[config.mk]
export PLATFORM = sky130hd
export DESIGN_NAME = r4_control_unit_flat
export DESIGN_NICKNAME = d
export VERILOG_FILES = /design/src/rtl/r4_control_unit_if.sv /design/src/rtl/r4_control_unit.sv /design/src/flat_wrapper.sv
export SDC_FILE = /design/constraint.sdc
export NUM_CORES = 1
export LEC_CHECK = 0
export CAP_MARGIN = 25
export CELL_PAD_IN_SITES_DETAIL_PLACEMENT = 1
export CELL_PAD_IN_SITES_GLOBAL_PLACEMENT = 1
export CORE_MARGIN = 1
export CORE_UTILIZATION = 27
export DETAILED_ROUTE_END_ITERATION = 10
export PLACE_DENSITY = 0.71
export SYNTH_ARGS = -nofsm -noshare
export SYNTH_HDL_FRONTEND = slang
export SYNTH_SLANG_ARGS = --single-unit
[constraint.sdc]
create_clock -name timer555 -period 4 [get_ports timer555]
set_clock_uncertainty 0.15 [all_clocks]
set_input_delay 0.8 -clock timer555 [delete_from_list [all_inputs] [get_ports timer555]]
set_output_delay 0.8 -clock timer555 [all_outputs]
set_load 0.01 [all_outputs]
[src/rtl/r4_control_unit_if.sv]
// Control bus between the R4 sequencer and the R4 datapath.
// The sequencer side (master) drives the control pulses and reads RAM and flags.
interface r4_control_unit_if #(
  parameter int DATA_WIDTH = 4,
  parameter int ADDR_WIDTH = 2
);
  logic                  run;
  logic                  step;
  logic [DATA_WIDTH-1:0] RAM_out;
  logic                  Z_flag;
  logic                  PZ_flag;
  logic                  JMP;
  logic                  Z_JMP;
  logic                  PZ_JMP;
  logic [1:0]            MUX_switch;
  logic                  Acc_button;
  logic                  RAM_button;
  logic                  Output_button;
  logic                  pc_inc;
  logic                  addr_sel;
  logic [ADDR_WIDTH-1:0] operand;
  logic                  halted;
  logic                  branch_taken;

  modport master (
    input  run, step, RAM_out, Z_flag, PZ_flag,
    output JMP, Z_JMP, PZ_JMP, MUX_switch, Acc_button, RAM_button,
           Output_button, pc_inc, addr_sel, operand, halted, branch_taken
  );

  modport slave (
    output run, step, RAM_out, Z_flag, PZ_flag,
    input  JMP, Z_JMP, PZ_JMP, MUX_switch, Acc_button, RAM_button,
           Output_button, pc_inc, addr_sel, operand, halted, branch_taken
  );
endinterface

[src/rtl/r4_control_unit.sv]
// R4 instruction sequencer: fetches 4-bit words, decodes them and issues
// single-cycle control pulses to the R4 datapath. All outputs are registered
// and computed from the state being entered, so they line up with the state.
module r4_control_unit #(
  parameter int DATA_WIDTH = 4,
  parameter int ADDR_WIDTH = 2
) (
  input  logic                timer555,
  input  logic                reset_n,
  r4_control_unit_if.master   bus
);

  typedef enum logic [3:0] {
    ST_IDLE, ST_FETCH, ST_DECODE, ST_EXEC, ST_TFETCH,
    ST_TINC, ST_BRANCH, ST_DONE, ST_HALT
  } state_t;

  localparam logic [1:0] OP_LDA  = 2'b00;
  localparam logic [1:0] OP_ADD  = 2'b01;
  localparam logic [1:0] OP_STA  = 2'b10;
  localparam logic [1:0] OP_SYS  = 2'b11;
  localparam logic [1:0] SYS_HLT = 2'b00;
  localparam logic [1:0] SYS_JMP = 2'b01;
  localparam logic [1:0] SYS_BRZ = 2'b10;
  localparam logic [1:0] SYS_BRP = 2'b11;

  state_t                state_reg, state_next;
  logic [DATA_WIDTH-1:0] ir_reg, ir_next;
  logic [1:0]            op, sub;

  logic                  jmp_reg, jmp_next;
  logic                  z_jmp_reg, z_jmp_next;
  logic                  pz_jmp_reg, pz_jmp_next;
  logic [1:0]            mux_reg, mux_next;
  logic                  acc_btn_reg, acc_btn_next;
  logic                  ram_btn_reg, ram_btn_next;
  logic                  out_btn_reg, out_btn_next;
  logic                  pc_inc_reg, pc_inc_next;
  logic                  addr_sel_reg, addr_sel_next;
  logic [ADDR_WIDTH-1:0] operand_reg, operand_next;
  logic                  halted_reg, halted_next;
  logic                  taken_reg, taken_next;

  assign op  = ir_reg[DATA_WIDTH-1 -: 2];
  assign sub = ir_reg[1:0];

  // State register and instruction register.
  always_ff @(posedge timer555 or negedge reset_n) begin
    if (!reset_n) begin
      state_reg <= ST_IDLE;
      ir_reg    <= '0;
    end else begin
      state_reg <= state_next;
      ir_reg    <= ir_next;
    end
  end

  // Next-state logic; the instruction word is captured on leaving FETCH.
  always_comb begin
    state_next = state_reg;
    ir_next    = ir_reg;
    case (state_reg)
      ST_IDLE:   if (bus.run || bus.step) state_next = ST_FETCH;
      ST_FETCH: begin
        ir_next    = bus.RAM_out;
        state_next = ST_DECODE;
      end
      ST_DECODE: begin
        if (op != OP_SYS)       state_next = ST_EXEC;
        else if (sub == SYS_HLT) state_next = ST_HALT;
        else                     state_next = ST_TFETCH;
      end
      ST_EXEC:   state_next = ST_DONE;
      ST_TFETCH: state_next = ST_TINC;
      ST_TINC:   state_next = ST_BRANCH;
      ST_BRANCH: state_next = ST_DONE;
      ST_DONE:   state_next = bus.run ? ST_FETCH : ST_IDLE;
      ST_HALT:   state_next = ST_HALT;
      default:   state_next = ST_IDLE;
    endcase
  end

  // Output values for the state about to be entered. The accumulator cannot
  // change between TINC and BRANCH, so flags seen on entry equal the flags
  // present during the BRANCH cycle.
  always_comb begin
    jmp_next      = 1'b0;
    z_jmp_next    = 1'b0;
    pz_jmp_next   = 1'b0;
    mux_next      = 2'b00;
    acc_btn_next  = 1'b0;
    ram_btn_next  = 1'b0;
    out_btn_next  = 1'b0;
    pc_inc_next   = 1'b0;
    addr_sel_next = 1'b0;
    operand_next  = operand_reg;
    halted_next   = 1'b0;
    taken_next    = 1'b0;

    // Operand comes from the opcode word, then from the branch target word.
    if (state_reg == ST_FETCH || state_reg == ST_TFETCH)
      operand_next = bus.RAM_out[ADDR_WIDTH-1:0];

    case (state_next)
      ST_DECODE: pc_inc_next = 1'b1;
      ST_EXEC: begin
        addr_sel_next = 1'b1;
        case (op)
          OP_LDA: begin mux_next = 2'b00; acc_btn_next = 1'b1; end
          OP_ADD: begin mux_next = 2'b10; acc_btn_next = 1'b1; end
          OP_STA: begin ram_btn_next = 1'b1; out_btn_next = 1'b1; end
          default: ;
        endcase
      end
      ST_TINC: pc_inc_next = 1'b1;
      ST_BRANCH: begin
        case (sub)
          SYS_JMP: begin jmp_next    = 1'b1; taken_next = 1'b1;        end
          SYS_BRZ: begin z_jmp_next  = 1'b1; taken_next = bus.Z_flag;  end
          SYS_BRP: begin pz_jmp_next = 1'b1; taken_next = bus.PZ_flag; end
          default: ;
        endcase
      end
      ST_HALT: halted_next = 1'b1;
      default: ;
    endcase
  end

  // Registered control outputs; reset drops any pending pulse immediately.
  always_ff @(posedge timer555 or negedge reset_n) begin
    if (!reset_n) begin
      jmp_reg      <= 1'b0;
      z_jmp_reg    <= 1'b0;
      pz_jmp_reg   <= 1'b0;
      mux_reg      <= 2'b00;
      acc_btn_reg  <= 1'b0;
      ram_btn_reg  <= 1'b0;
      out_btn_reg  <= 1'b0;
      pc_inc_reg   <= 1'b0;
      addr_sel_reg <= 1'b0;
      operand_reg  <= '0;
      halted_reg   <= 1'b0;
      taken_reg    <= 1'b0;
    end else begin
      jmp_reg      <= jmp_next;
      z_jmp_reg    <= z_jmp_next;
      pz_jmp_reg   <= pz_jmp_next;
      mux_reg      <= mux_next;
      acc_btn_reg  <= acc_btn_next;
      ram_btn_reg  <= ram_btn_next;
      out_btn_reg  <= out_btn_next;
      pc_inc_reg   <= pc_inc_next;
      addr_sel_reg <= addr_sel_next;
      operand_reg  <= operand_next;
      halted_reg   <= halted_next;
      taken_reg    <= taken_next;
    end
  end

  assign bus.JMP           = jmp_reg;
  assign bus.Z_JMP         = z_jmp_reg;
  assign bus.PZ_JMP        = pz_jmp_reg;
  assign bus.MUX_switch    = mux_reg;
  assign bus.Acc_button    = acc_btn_reg;
  assign bus.RAM_button    = ram_btn_reg;
  assign bus.Output_button = out_btn_reg;
  assign bus.pc_inc        = pc_inc_reg;
  assign bus.addr_sel      = addr_sel_reg;
  assign bus.operand       = operand_reg;
  assign bus.halted        = halted_reg;
  assign bus.branch_taken  = taken_reg;

endmodule
[src/flat_wrapper.sv]
// flat-port wrapper written by rule: the top's interface ports become plain ports
module r4_control_unit_flat 
#(
  parameter int DATA_WIDTH = 4,
  parameter int ADDR_WIDTH = 2
)
  (timer555, reset_n, bus_run, bus_step, bus_RAM_out, bus_Z_flag, bus_PZ_flag, bus_JMP, bus_Z_JMP, bus_PZ_JMP, bus_MUX_switch, bus_Acc_button, bus_RAM_button, bus_Output_button, bus_pc_inc, bus_addr_sel, bus_operand, bus_halted, bus_branch_taken);
  r4_control_unit_if #(.DATA_WIDTH(DATA_WIDTH), .ADDR_WIDTH(ADDR_WIDTH)) bus_i ();
  input  logic timer555;
  input  logic reset_n;
  input wire logic [$bits(bus_i.run)-1:0] bus_run;
  input wire logic [$bits(bus_i.step)-1:0] bus_step;
  input wire logic [$bits(bus_i.RAM_out)-1:0] bus_RAM_out;
  input wire logic [$bits(bus_i.Z_flag)-1:0] bus_Z_flag;
  input wire logic [$bits(bus_i.PZ_flag)-1:0] bus_PZ_flag;
  output wire logic [$bits(bus_i.JMP)-1:0] bus_JMP;
  output wire logic [$bits(bus_i.Z_JMP)-1:0] bus_Z_JMP;
  output wire logic [$bits(bus_i.PZ_JMP)-1:0] bus_PZ_JMP;
  output wire logic [$bits(bus_i.MUX_switch)-1:0] bus_MUX_switch;
  output wire logic [$bits(bus_i.Acc_button)-1:0] bus_Acc_button;
  output wire logic [$bits(bus_i.RAM_button)-1:0] bus_RAM_button;
  output wire logic [$bits(bus_i.Output_button)-1:0] bus_Output_button;
  output wire logic [$bits(bus_i.pc_inc)-1:0] bus_pc_inc;
  output wire logic [$bits(bus_i.addr_sel)-1:0] bus_addr_sel;
  output wire logic [$bits(bus_i.operand)-1:0] bus_operand;
  output wire logic [$bits(bus_i.halted)-1:0] bus_halted;
  output wire logic [$bits(bus_i.branch_taken)-1:0] bus_branch_taken;
  assign bus_i.run = bus_run;
  assign bus_i.step = bus_step;
  assign bus_i.RAM_out = bus_RAM_out;
  assign bus_i.Z_flag = bus_Z_flag;
  assign bus_i.PZ_flag = bus_PZ_flag;
  assign bus_JMP = bus_i.JMP;
  assign bus_Z_JMP = bus_i.Z_JMP;
  assign bus_PZ_JMP = bus_i.PZ_JMP;
  assign bus_MUX_switch = bus_i.MUX_switch;
  assign bus_Acc_button = bus_i.Acc_button;
  assign bus_RAM_button = bus_i.RAM_button;
  assign bus_Output_button = bus_i.Output_button;
  assign bus_pc_inc = bus_i.pc_inc;
  assign bus_addr_sel = bus_i.addr_sel;
  assign bus_operand = bus_i.operand;
  assign bus_halted = bus_i.halted;
  assign bus_branch_taken = bus_i.branch_taken;
  r4_control_unit #(.DATA_WIDTH(DATA_WIDTH), .ADDR_WIDTH(ADDR_WIDTH)) u_core (.timer555(timer555), .reset_n(reset_n), .bus(bus_i));
endmodule
# [Word level (Yosys, flattened, before mapping)]
# Index checks and enable logic that the tools add are counted.
[totals] output_inout_bits=14 inputBits=10 reg_bits=21 wordCells=62
[classes] muxes=22 n_eq_ne=19 reduce_logical=8
[ops] op="case mux 4 bit (8 select lines)" n=1
[ops] op="== test 4 x 3 -> 1 bit (second input constant)" n=6
[ops] op="== test 4 x 2 -> 1 bit (second input constant)" n=4
[ops] op="2-to-1 mux 1 bit" n=15
[ops] op="2-to-1 mux 4 bit" n=3
[ops] op="== test 4 bit (second input constant)" n=2
[ops] op="== test 2 bit (second input constant)" n=3
[ops] op="OR reduction 2 bit" n=3
[ops] op="== test 2 x 1 -> 1 bit (second input constant)" n=2
[ops] op="== test 4 x 1 -> 1 bit (second input constant)" n=1
[ops] op="zero test 2 bit" n=2
[ops] op="zero test 4 bit" n=1
[ops] op="2-to-1 mux 2 bit" n=2
[ops] op="case mux 1 bit (3 select lines)" n=1
[ops] op="logical OR 1 bit" n=2
[ops] op="inequality test 2 bit (second input constant)" n=1

# [Logic depth before layout (Yosys ltp)]
# Gate-level depths: netlist (run 1).
[logic_depth] word_depth=7 mapped_depth=4 ltp_nobuf=3

# [Least setup slack after synthesis (run 1)]
# Ideal clock, no wire load.
[synth_path] kind="register -> output" startpoint="register u_core.ram_btn_reg, in the netlist u_core.bus.RAM_button" endpoint="output bus_RAM_button" path_slack_ns=2.511 n_path_buf=1 arrival_time_ns=0.539 stages_incl_launch_ff=2 required_time_ns=3.050 cell_sequence="dfrtp_1 buf_4"
[synth_lines] item="start, declared" line="r4_control_unit.sv:36" text="logic ram_btn_reg, ram_btn_next;"
[synth_lines] item="start signal, assigned" line="r4_control_unit.sv:150" text="ram_btn_reg <= ram_btn_next;"
[synth_lines] item="end, declared" line="flat_wrapper.sv:21" text="output wire logic [$bits(bus_i.RAM_button)-1:0] bus_RAM_button;"
# No word-level cell between the ends.

# [Worst setup path after layout (run 1)]
[layout_path] startpoint="register u_core.operand_reg[0], in the netlist u_core.bus.operand[0]" endpoint="output bus_operand[0]"
[layout_lines] item="start, declared" line="r4_control_unit.sv:40" text="logic [ADDR_WIDTH-1:0] operand_reg, operand_next;"
[layout_lines] item="start signal, assigned" line="r4_control_unit.sv:154" text="operand_reg <= operand_next;"
[layout_lines] item="end, declared" line="flat_wrapper.sv:25" text="output wire logic [$bits(bus_i.operand)-1:0] bus_operand;"
# No word-level cell between the ends.

==> results of run 1 <==
metrics by stage:
step           cells  instance area [um2]
6_report         135                 1120
3_5_place_dp     131                 1090
5_1_grt          135                 1120
4_1_cts          135                 1120
2_1_floorplan     70                  856
3_3_place_gp     131                 1090
path summary, 6_finish.rpt:
kind,to
max in group asynchronous,u_core.state_reg[3]
min in group asynchronous,u_core.bus.addr_sel
worst max register to register,u_core.ir_reg[3]
worst min-delay path,u_core.bus.operand[0]
worst min register to register,u_core.bus.operand[0]
worst max-delay path,bus_operand[0]
routing by layer:
layer / track usage, % / share of wire, %
met1: 13.6 / 42
met2: 21.0 / 54
met3: 2.64 / 4.8
met4: 3.06 / 0
met5: 0 / 0
power by group:
group	total (uW)	internal [uW]	switching [uW]
Clock	116	55.4	60.2
Combinational	293	178	115
Sequential	370	270	99.5
logic make-up (layout without fill, tap and decap cells):
logic type / after synthesis / in the layout
xor gates and xnor gates: 2 / 2
and+or+nand+nor: 22 / 22
DFF: 20 / 20
AOI/OAI and AO/OA: 10 / 10
muxes: 6 / 6
other: 1 / 1
buffers and inverters: 9 / 30
final cells by class:
| type | instances | area, um2 |
|---|---|---|
| tap | 44 | 55.1 |
| timing repair buffer | 22 | 220 |
| sequential | 20 | 500 |
| multi-input combinational | 41 | 298 |
| clock buffer | 4 | 36.3 |
| fill | 337 | 1900 |
| inverter | 4 | 15.0 |
Yosys cell counts (2+ instances only):
library cell | instances | area [um2]
nand3_1 | 3 | 15.0
dfrtp_1 | 20 | 500
a21oi_1 | 4 | 20.0
xor2_1 | 2 | 17.5
mux2_2 | 2 | 22.5
nand2_1 | 3 | 11.3
nor3b_1 | 4 | 30.0
mux2_4 | 4 | 60.1
buf_4 | 2 | 15.0
buf_6 | 2 | 22.5
inv_1 | 4 | 15.0
nor3_1 | 4 | 20.0
o21ai_0 | 2 | 10.0
nor2_1 | 4 | 15.0
==> impl_metrics.env, run 1 <==
export IMPL_hold_violations=0
export IMPL_synthDistinctLibCells=24
export IMPL_critPathMaxStageDelay_ns=0.54
export IMPL_setup_tns_ns=0
export IMPL_fin_crit_ns=2.16
export IMPL_cts_sinks=20
export IMPL_die_y_um=58.3
export IMPL_die_w_um=58.3
export IMPL_vias=585
export IMPL_synthesis_area_um2=856
export IMPL_cp_end_kind="output pin"
export IMPL_track_usage_pct=11.5
export IMPL_setup_viol=0
export IMPL_cts_tree="done"
export IMPL_final_util_pct=37.1
export IMPL_viasPerCell=4.33
export IMPL_start_util_pct=28.3
export IMPL_firstDrtPassIters=7
export IMPL_ff2ff_setup_slack_ns=2.40
export IMPL_grt_max_degree=21
export IMPL_max_vdd_ir_drop_mv=0.167
export IMPL_layout_drive_gt1_share_pct=13.2
export IMPL_worstPathBufferInverterCount=1
export IMPL_critPathTopFamily="buffers and inverters"
export IMPL_min_path_type="flip-flop to flip-flop"
export IMPL_worst_r2r_path_depth=3
export IMPL_syn_area_per_cell_um2=12.2
export IMPL_wl_per_cell_um=12.9
export IMPL_timing_hold_ws_ns=0.383
export IMPL_cts_setup_buffers=0
export IMPL_cts_hold_buf=0
export IMPL_overflow=0
export IMPL_synthMuxAreaShare_pct=9.65
export IMPL_n_antenna_cell=0
export IMPL_worst_setup_path_type="flip-flop to output pin"
export IMPL_antenna_found_initial=0
export IMPL_yosysSeqAreaShare_pct=58.5
export IMPL_grt_pass1_vias=648
export IMPL_totalWireLength_um=1740
export IMPL_cts_max_path_buffers=2
export IMPL_worstHoldStart="u_core.bus.operand[0]"
export IMPL_p_total_uw=778
export IMPL_crit_cells=1
export IMPL_syn2layout_area_growth_pct=31.4
export IMPL_grt_pass1_wl_um=3000
export IMPL_startpoint_type="flip-flop"
export IMPL_die_area_um2=3400
export IMPL_crit_slowest_cell="clkdlybuf4s50_1"
export IMPL_violations="design-rule violations"
export IMPL_synthCells=70
export IMPL_fmax_ghz=0.464
export IMPL_drt_iter0_drc=28
export IMPL_layout_commonest_cell="clkdlybuf4s50_1"
export IMPL_most_common_layout_cells="clkdlybuf4s50_1, dfrtp_1"
export IMPL_clk_pin_slew_ns=0.11
export IMPL_rows=20
export IMPL_min_path_cells=1
export IMPL_pre_cts_slack_ns=1.95
export IMPL_ys_seq_elements=20
export IMPL_synth_compound_area_share_pct=7.60
export IMPL_hpwl_um=1270
export IMPL_core_area_um2=3030
export IMPL_maxSlewViolCount=0
export IMPL_status="finished with violations"
export IMPL_setup_ws_ns=1.84
export IMPL_slew_headroom_pct=43.8
export IMPL_layout_nets=102
export IMPL_cp_required_ns=3.05
export IMPL_synth_edf_count=0
export IMPL_clk_latency_ns=0.29
export IMPL_yosysWarnings=0
export IMPL_synth_xor_xnor_area_share_pct=2.05
export IMPL_worstMarginPinSlew_ns=0.840
export IMPL_port_buffers=22
export IMPL_root_buffer="clkbuf_4"
export IMPL_pin_count=24
export IMPL_path_max_fanout=2
export IMPL_grt_setup_unrepaired="false"
export IMPL_crit_chain="clkdlybuf4s50_1"
export IMPL_arrival_ns=1.21
export IMPL_syn_nets=80
export IMPL_ctsResizeCount=0
export IMPL_synthSimpleGateAreaFrac_pct=15.1
export IMPL_yosys_area_share_adder_pct=0
export IMPL_cts_buffers=3
export IMPL_reg2reg_from="u_core.state_reg[0]"
export IMPL_power_leakage_uw=0.000481
export IMPL_ys_async_sr_fraction_pct=100
export IMPL_cap_viol_max_count=0
export IMPL_fin_crit_sh_pct=53.9
export IMPL_drc=1
export IMPL_cts_htree_levels=1
export IMPL_synthFlopType="dfrtp_1"
export IMPL_crit_start="u_core.bus.operand[0]"
export IMPL_power_density_nw_per_um2=692
export IMPL_gp_congestion=0.690
export IMPL_synth_top_family_by_area="simple AND/OR/NAND/NOR gates"
export IMPL_ant_nets=0
Power figures use the tool's default switching activity.
==> run 2, diff against run 1 <==
==> constraint.sdc (replaced) <==
create_clock -name timer555 -period 2.25 [get_ports timer555]
set_clock_uncertainty 0.15 [all_clocks]
set_input_delay 0.45 -clock timer555 [delete_from_list [all_inputs] [get_ports timer555]]
set_output_delay 0.45 -clock timer555 [all_outputs]
set_load 0.01 [all_outputs]
==> impl_metrics.env, run 2 (same netlist as run 1, synthesis figures left out) <==
export IMPL_start_util_pct=28.3
export IMPL_layout_commonest_cell="clkdlybuf4s50_1"
export IMPL_cts_tree="done"
export IMPL_port_buffers=22
export IMPL_grt_setup_unrepaired="false"
export IMPL_critPathMaxStageDelay_ns=0.54
export IMPL_grt_max_degree=21
export IMPL_hold_violations=0
export IMPL_layout_nets=103
export IMPL_pin_count=24
export IMPL_cp_required_ns=1.65
export IMPL_crit_start="u_core.bus.operand[0]"
export IMPL_max_vdd_ir_drop_mv=0.310
export IMPL_multi_input_area_um2=298
export IMPL_critPathTopFamily="buffers and inverters"
export IMPL_cts_max_path_buffers=2
export IMPL_vias=600
export IMPL_clk_pin_slew_ns=0.12
export IMPL_cts_setup_buffers=0
export IMPL_startpoint_type="flip-flop"
export IMPL_drt_iter0_drc=13
export IMPL_fin_crit_ns=1.82
export IMPL_firstDrtPassIters=7
export IMPL_cap_viol_max_count=0
export IMPL_p_total_uw=1480
export IMPL_die_y_um=58.3
export IMPL_cts_sinks=20
export IMPL_register_area_um2=500
export IMPL_crit_chain="clkdlybuf4s50_1"
export IMPL_syn2layout_area_growth_pct=34.2
export IMPL_rows=20
export IMPL_maxSlewViolCount=0
export IMPL_grt_pass1_wl_um=3070
export IMPL_met2_length_um=954
export IMPL_drc=1
export IMPL_wl_per_cell_um=13.2
export IMPL_path_max_fanout=2
export IMPL_reg2reg_from="u_core.state_reg[0]"
export IMPL_status="finished with violations"
export IMPL_track_usage_pct=12.3
export IMPL_core_area_um2=3030
export IMPL_setup_viol=0
export IMPL_route_met3_wl_um=81
export IMPL_root_buffer="clkbuf_4"
export IMPL_ant_nets=0
export IMPL_cp_end_kind="output pin"
export IMPL_die_w_um=58.3
export IMPL_fin_crit_sh_pct=81.0
export IMPL_setup_tns_ns=0
export IMPL_totalWireLength_um=1800
export IMPL_viasPerCell=4.41
export IMPL_gp_congestion=0.715
export IMPL_wl_met1_um=763
export IMPL_hpwl_um=1370
export IMPL_fillers=346
export IMPL_violations="design-rule violations"
export IMPL_n_antenna_cell=0
export IMPL_power_density_nw_per_um2=1290
export IMPL_fmax_ghz=0.549
export IMPL_worst_setup_path_type="flip-flop to output pin"
export IMPL_final_util_pct=37.9
export IMPL_top_layer="met3"
export IMPL_cts_hold_buf=0
export IMPL_ctsResizeCount=0
export IMPL_clk_latency_ns=0.31
export IMPL_grt_pass1_vias=660
export IMPL_die_area_um2=3400
export IMPL_arrival_ns=1.22
export IMPL_crit_slowest_cell="clkdlybuf4s50_1"
export IMPL_power_leakage_uw=0.000493
export IMPL_most_common_layout_cells="clkdlybuf4s50_1, dfrtp_1"
export IMPL_layout_drive_gt1_share_pct=14.1
export IMPL_cts_htree_levels=1
export IMPL_overflow=0
export IMPL_antenna_found_initial=0
export IMPL_min_path_type="input pin to async pin"
export IMPL_worstPathBufferInverterCount=1
export IMPL_cts_buffers=3
-- run 2: cell types whose count changed in the layout (fill, tap and decap cells not counted), sizes merged --
cell	before	now
bufinv	0	1
buf	0	1
clkbuf	4	3
-- run 2: worst paths after layout --
| kind | slack, ns | to | cells past startpoint |
|---|---|---|---|
| worst min register to register | 0.38 | u_core.bus.operand[1] | 1 |
| worst max register to register | 0.69 | u_core.ir_reg[3] | 3 |
| worst max-delay path | 0.43 | bus_operand[0] | 1 |
| max in group asynchronous | 1.42 | u_core.bus.RAM_button | 2 |
| worst min-delay path | 0.31 | u_core.state_reg[2] | 2 |
| min in group timer555 | 0.38 | u_core.bus.operand[1] | 1 |
-- run 2: area by class of cell --
cell class                      count  share of cell area, %
Tap cell                           44                   4.79
Multi-Input combinational cell     41                   25.9
Sequential cell                    20                   43.6
Clock buffer                        3                   1.96
Inverter                            4                   1.31
Timing Repair Buffer               23                   19.8
Clock inverter                      1                   2.61
-- run 2: per-stage QoR --
stage                     instances  area, um2  setup slack (ns)  hold WS (ns)
after floorplan                  70        856             0.811       0.00441
after detailed placement        132       1100             0.707         0.357
after CTS                       136       1150             0.407         0.313
after global routing            136       1150             0.354         0.329
final                           136       1150             0.428         0.309
after global placement          132       1100             0.713         0.343
-- run 2: power by group --
part / total, uW / switching [uW] / internal, uW / leakage [uW]
Clock: 295 / 115 / 180 / 0.0000279
Combinational: 530 / 213 / 317 / 0.000209
Sequential: 655 / 175 / 481 / 0.000256
Total: 1480 / 503 / 978 / 0.000493
-- run 2: per-layer routing --
layer | vias up | GRT usage, %
li1 | 283 | -
met1 | 305 | 14.4
met2 | 12 | 22.0
met3 | 0 | 2.42
met4 | 0 | 5.10
met5 | - | 0
==> run 3, diff against run 2 <==
==> constraint.sdc (replaced) <==
create_clock -name timer555 -period 1.8 [get_ports timer555]
set_clock_uncertainty 0.15 [all_clocks]
set_input_delay 0.36 -clock timer555 [delete_from_list [all_inputs] [get_ports timer555]]
set_output_delay 0.36 -clock timer555 [all_outputs]
set_load 0.01 [all_outputs]
==> impl_metrics.env, run 3 (same netlist as run 1, synthesis figures left out) <==
export IMPL_status="finished with violations"
export IMPL_violations="design-rule violations"
export IMPL_max_vdd_ir_drop_mv=0.469
export IMPL_port_buffers=22
export IMPL_rr_endpoint="u_core.ir_reg[1]"
export IMPL_root_buffer="clkbuf_4"
export IMPL_most_common_layout_cells="clkdlybuf4s50_1, dfrtp_1"
export IMPL_n_antenna_cell=0
export IMPL_die_y_um=58.3
export IMPL_crit_start="u_core.bus.operand[0]"
export IMPL_hpwl_um=1230
export IMPL_gp_congestion=0.746
export IMPL_core_area_um2=3030
export IMPL_ff2ff_setup_slack_ns=0.24
export IMPL_power_density_nw_per_um2=1530
export IMPL_rows=20
export IMPL_cp_required_ns=1.29
export IMPL_grt_max_degree=21
export IMPL_placed_area_um2=1100
export IMPL_cp_end_kind="output pin"
export IMPL_syn2layout_area_growth_pct=32.3
export IMPL_fin_crit_sh_pct=95.5
export IMPL_design_area_um2=1130
export IMPL_clk_pin_slew_ns=0.12
export IMPL_startpoint_type="flip-flop"
export IMPL_cts_buffers=3
export IMPL_cp_endpoint="bus_operand[0]"
export IMPL_power_switching_uw=611
export IMPL_min_path_type="input pin to async pin"
export IMPL_track_usage_pct=11.7
export IMPL_die_w_um=58.3
export IMPL_overflow=0
export IMPL_critPathMaxStageDelay_ns=0.53
export IMPL_wl_per_cell_um=12.8
export IMPL_firstDrtPassIters=6
export IMPL_cts_tree="done"
export IMPL_setup_viol=0
export IMPL_layout_nets=103
export IMPL_layout_drive_gt1_share_pct=14.1
export IMPL_grt_pass1_wl_um=2930
export IMPL_intPower_uw=1120
export IMPL_die_area_um2=3400
export IMPL_critPathTopFamily="buffers and inverters"
export IMPL_path_max_fanout=2
export IMPL_layout_commonest_cell="clkdlybuf4s50_1"
export IMPL_maxSlewViolCount=0
export IMPL_viasPerCell=4.37
export IMPL_totalWireLength_um=1740
export IMPL_power_leakage_uw=0.000486
export IMPL_worst_setup_path_type="flip-flop to output pin"
export IMPL_combinationalPowerShare_pct=37.3
export IMPL_seqPwrFrac_pct=47.4
export IMPL_crit_cells=1
export IMPL_hold_violations=0
export IMPL_p_sw_share_pct=35.3
export IMPL_crit_slowest_cell="clkdlybuf4s50_1"
export IMPL_drt_iter0_drc=9
export IMPL_start_util_pct=28.3
export IMPL_cts_htree_levels=1
export IMPL_antenna_found_initial=0
export IMPL_cts_max_path_buffers=2
export IMPL_fin_crit_ns=1.72
export IMPL_grt_pass1_vias=612
export IMPL_setup_tns_ns=0
export IMPL_cts_sinks=20
export IMPL_drc=1
export IMPL_ctsResizeCount=0
export IMPL_fillers=332
export IMPL_p_clk_share_pct=15.3
export IMPL_pin_count=24
export IMPL_worstPathBufferInverterCount=1
export IMPL_cts_setup_buffers=0
export IMPL_cap_viol_max_count=0
export IMPL_worst_r2r_path_depth=3
export IMPL_ant_nets=0
export IMPL_grt_setup_unrepaired="false"
export IMPL_vias=594
export IMPL_reg2reg_from="u_core.state_reg[0]"
export IMPL_cts_hold_buf=0
export IMPL_clk_latency_ns=0.30
export IMPL_arrival_ns=1.21
export IMPL_fmax_ghz=0.582
export IMPL_crit_chain="clkdlybuf4s50_1"
==> run 3: worst min path at each step <==
stage                                  to  cells past startpoint  slack, ns                  start
finish                u_core.state_reg[1]                      2       0.23                reset_n
global route        u_core.bus.Acc_button                      2       0.24                reset_n
CTS                 u_core.bus.Acc_button                      2       0.23                reset_n
detailed placement  u_core.bus.operand[1]                      1       0.36  u_core.bus.operand[1]
global placement    u_core.bus.operand[1]                      1       0.34  u_core.bus.operand[1]
floorplan           u_core.bus.Acc_button                      0      -0.09                reset_n
==> run 3: per-layer routing <==
layer  up-vias  part of all wire [%]  global-route usage (%)  routed length, um
met3         2                   4.4                    2.20                 77
met5         -                     0                       0                  0
met1       293                    45                    14.7                778
met2        17                    50                    19.7                863
met4         0                  0.92                    5.10                 16
li1        282                     -                       -                  -
==> run 3: power groups by stage <==
stage,Sequential (uW),Clock (uW),Combinational (uW)
detailed placement,831,0,652
global route,854,292,712
floorplan,747,0,510
CTS,823,274,656
global placement,814,0,634
finish,821,264,646
==> run 3: final cells by class <==
type | count | area (um2) | share of cell area, %
sequential | 20 | 500 | 44.2
inverter | 4 | 15.0 | 1.33
timing repair buffer | 23 | 228 | 20.1
multi-input combinational | 41 | 298 | 26.3
tap | 44 | 55.1 | 4.86
clock buffer | 4 | 36.3 | 3.20
==> run 3: per-stage QoR <==
step	instances	hold slack (ns)	total power, uW	util, %	setup slack (ns)
CTS	136	0.235	1750	37.4	0.0657
global placement	132	0.340	1450	36.2	0.297
finish	136	0.228	1730	37.4	0.0812
detailed placement	132	0.358	1480	36.2	0.254
floorplan	70	-0.0856	1260	-	0.361
global route	136	0.242	1860	37.4	0.0342
==> variant, RTL diff (flow settings as in run 3) <==
`ADDR_WIDTH` is set to 2 in 3 places; all go to 4.
--- a/src/rtl/r4_control_unit_if.sv
+++ b/src/rtl/r4_control_unit_if.sv
@@ -2,7 +2,7 @@
 // The sequencer side (master) drives the control pulses and reads RAM and flags.
 interface r4_control_unit_if #(
   parameter int DATA_WIDTH = 4,
-  parameter int ADDR_WIDTH = 2
+  parameter int ADDR_WIDTH = 4
 );
   logic                  run;
   logic                  step;
--- a/src/rtl/r4_control_unit.sv
+++ b/src/rtl/r4_control_unit.sv
@@ -3,7 +3,7 @@
 // and computed from the state being entered, so they line up with the state.
 module r4_control_unit #(
   parameter int DATA_WIDTH = 4,
-  parameter int ADDR_WIDTH = 2
+  parameter int ADDR_WIDTH = 4
 ) (
   input  logic                timer555,
   input  logic                reset_n,
--- a/src/flat_wrapper.sv
+++ b/src/flat_wrapper.sv
@@ -2,7 +2,7 @@
 module r4_control_unit_flat 
 #(
   parameter int DATA_WIDTH = 4,
-  parameter int ADDR_WIDTH = 2
+  parameter int ADDR_WIDTH = 4
 )
   (timer555, reset_n, bus_run, bus_step, bus_RAM_out, bus_Z_flag, bus_PZ_flag, bus_JMP, bus_Z_JMP, bus_PZ_JMP, bus_MUX_switch, bus_Acc_button, bus_RAM_button, bus_Output_button, bus_pc_inc, bus_addr_sel, bus_operand, bus_halted, bus_branch_taken);
   r4_control_unit_if #(.DATA_WIDTH(DATA_WIDTH), .ADDR_WIDTH(ADDR_WIDTH)) bus_i ();
Ports: changed (resized bus_operand); port bits go from 24 to 26. No check against the original RTL was run, so the function may have changed too.
==> variant against run 3 <==
- routed wire length is 8.1% higher
- first-iteration DRC count fell by 11%
- die area increased by 8.2%
- power increased by 18%
- global-route usage up 0.37 points
- worst setup slack got worse by 0.024 ns
- non-clock buffer count grew 5
- combinational power grew 26%
- synthesized area is 8.5% higher
- cell area grew 12%
- count of clock-buffer cells in the layout down 1
- synthesized cell count grew 7.1%
- sequential cell count is 2 higher
==> variant: results (changes against run 3) <==
* Status: completed
* Comb power frac at 39.9% (+2.6 points)
* Reg2Reg Launch Point: u_core.state_reg[0]$_DFF_PN0_
* Final HPWL DP at 1400 um (+13%)
* Largest net degree at the start of global routing at 23 (+9.5%)
* GRT Resource Usage Total at 12.1% (+0.37 points)
* RR Endpoint: u_core.bus.operand[3]$_DFFE_PN0P_
* CP max-delay cell: clkdlybuf4s50_1
* First-pass GRT wire length at 3160 um (+7.8%)
* Hold Crit Class: in -> async
* Iteration-0 DRC Markers at 8 (-1)
* Clock-pin slew on the worst setup and hold paths at 0.12 ns (about the same)
* Fillers at 349 (+5.1%)
* CP arrival at 1.23 ns (+0.02 ns)
* Port Buffer Count at 24 (+9.1%)
* Mux contribution to synthesized area at 11.3% (+1.7 points)
* Antenna diodes at 0 (unchanged)
* Share of flip-flops with an asynchronous set or reset at 100% (unchanged)
* Final Wtd Congestion at 0.771 (+3.4%)
* Top cells by area, synth: dfrtp_1, mux2_4, mux2_2
* CP peak stage delay at 0.54 ns
* Worst setup path endpoint: bus_operand[0]
* Largest buffer count on any clock path at 2 (unchanged)
* Htree depth at 1 (unchanged)
* R2R cell count at 3 (unchanged)
* Netlist cell types at 26 (+8.3%)
* LEAKAGE at 0.582 nW (+20%)
* Clk root buf: clkbuf_4
* Vias in the first global route at 637 (+4.1%)
* Syn nets at 85 (+6.3%)
* Post-synthesis adder-cell area fraction at 0% (unchanged)
* Drt first pass iters at 4 (-2)
* Crit path from: u_core.bus.operand[0]$_DFFE_PN0P_
* Switching share of power at 32.3% (-3.0 points)
* # Post-CTS Setup Buffers at 0 (unchanged)
* DRT Wirelength at 1880 um (+8.1%)
* Post-synthesis compound-gate area fraction at 6.47% (-1.1 points)
* Skew-Pair Late Insertion Delay at 0.31 ns
* Post-CTS resize count at 0 (unchanged)
* Vias per cell at 4.55 (+4.2%)
* Nets@finish at 112 (+8.7%)
* Sequential share of power at 41.9% (-5.5 points)
* Combinational cell power at 0.811 mW (+26%)
* Peak supply drop at 0.675 mV (+44%)
* Dpl cell area at 1210 um2 (+10%)
* CTS buffer count at 3 (unchanged)
* Top cell family by delay on the critical path: buffers and inverters
* Seq/Total Area, Yosys at 59.3% (+0.82 points)
* Share of cells above drive strength 1 at 16.8% (+2.7 points)
* Top post-synthesis cells by count: dfrtp_1, nor2_1, nor3b_1
* Crit-path max FO at 2 (unchanged)
* Post-Synth XOR/XNOR Area at 0.943% (-1.1 points)
* Reg-to-reg slack, setup at 0.12 ns (-0.12 ns)
* Warnings, synthesis at 0 (unchanged)
* Antenna violations before repair at 0 (unchanged)
==> variant: metrics by stage <==
stage | instances | hold slack, ns | setup slack (ns) | util [%]
detailed placement | 141 | 0.347 | 0.118 | 38.3
floorplan | 75 | -0.0856 | 0.212 | -
CTS | 145 | 0.236 | 0.0384 | 39.9
finish | 145 | 0.235 | 0.0568 | 40.2
global route | 145 | 0.237 | 0.00383 | 40.2
global placement | 141 | 0.352 | 0.162 | 38.3
==> variant: per-layer routing <==
metal | vias up | part of all wire [%] | global-route usage, %
met5 | - | 0 | 0
li1 | 310 | - | -
met4 | 0 | 0.53 | 2.92
met2 | 21 | 48 | 19.3
met3 | 2 | 6.3 | 5.12
met1 | 327 | 45 | 15.1
==> variant: layout make-up <==
class / count / area share [%]
clock buffers: 3 / 1.78
clock inverters: 1 / 2.37
multi-input cells: 44 / 25.5
repair buffers: 28 / 21.7
inverters: 3 / 0.888
flip-flops and latches: 22 / 43.4
well taps: 44 / 4.34
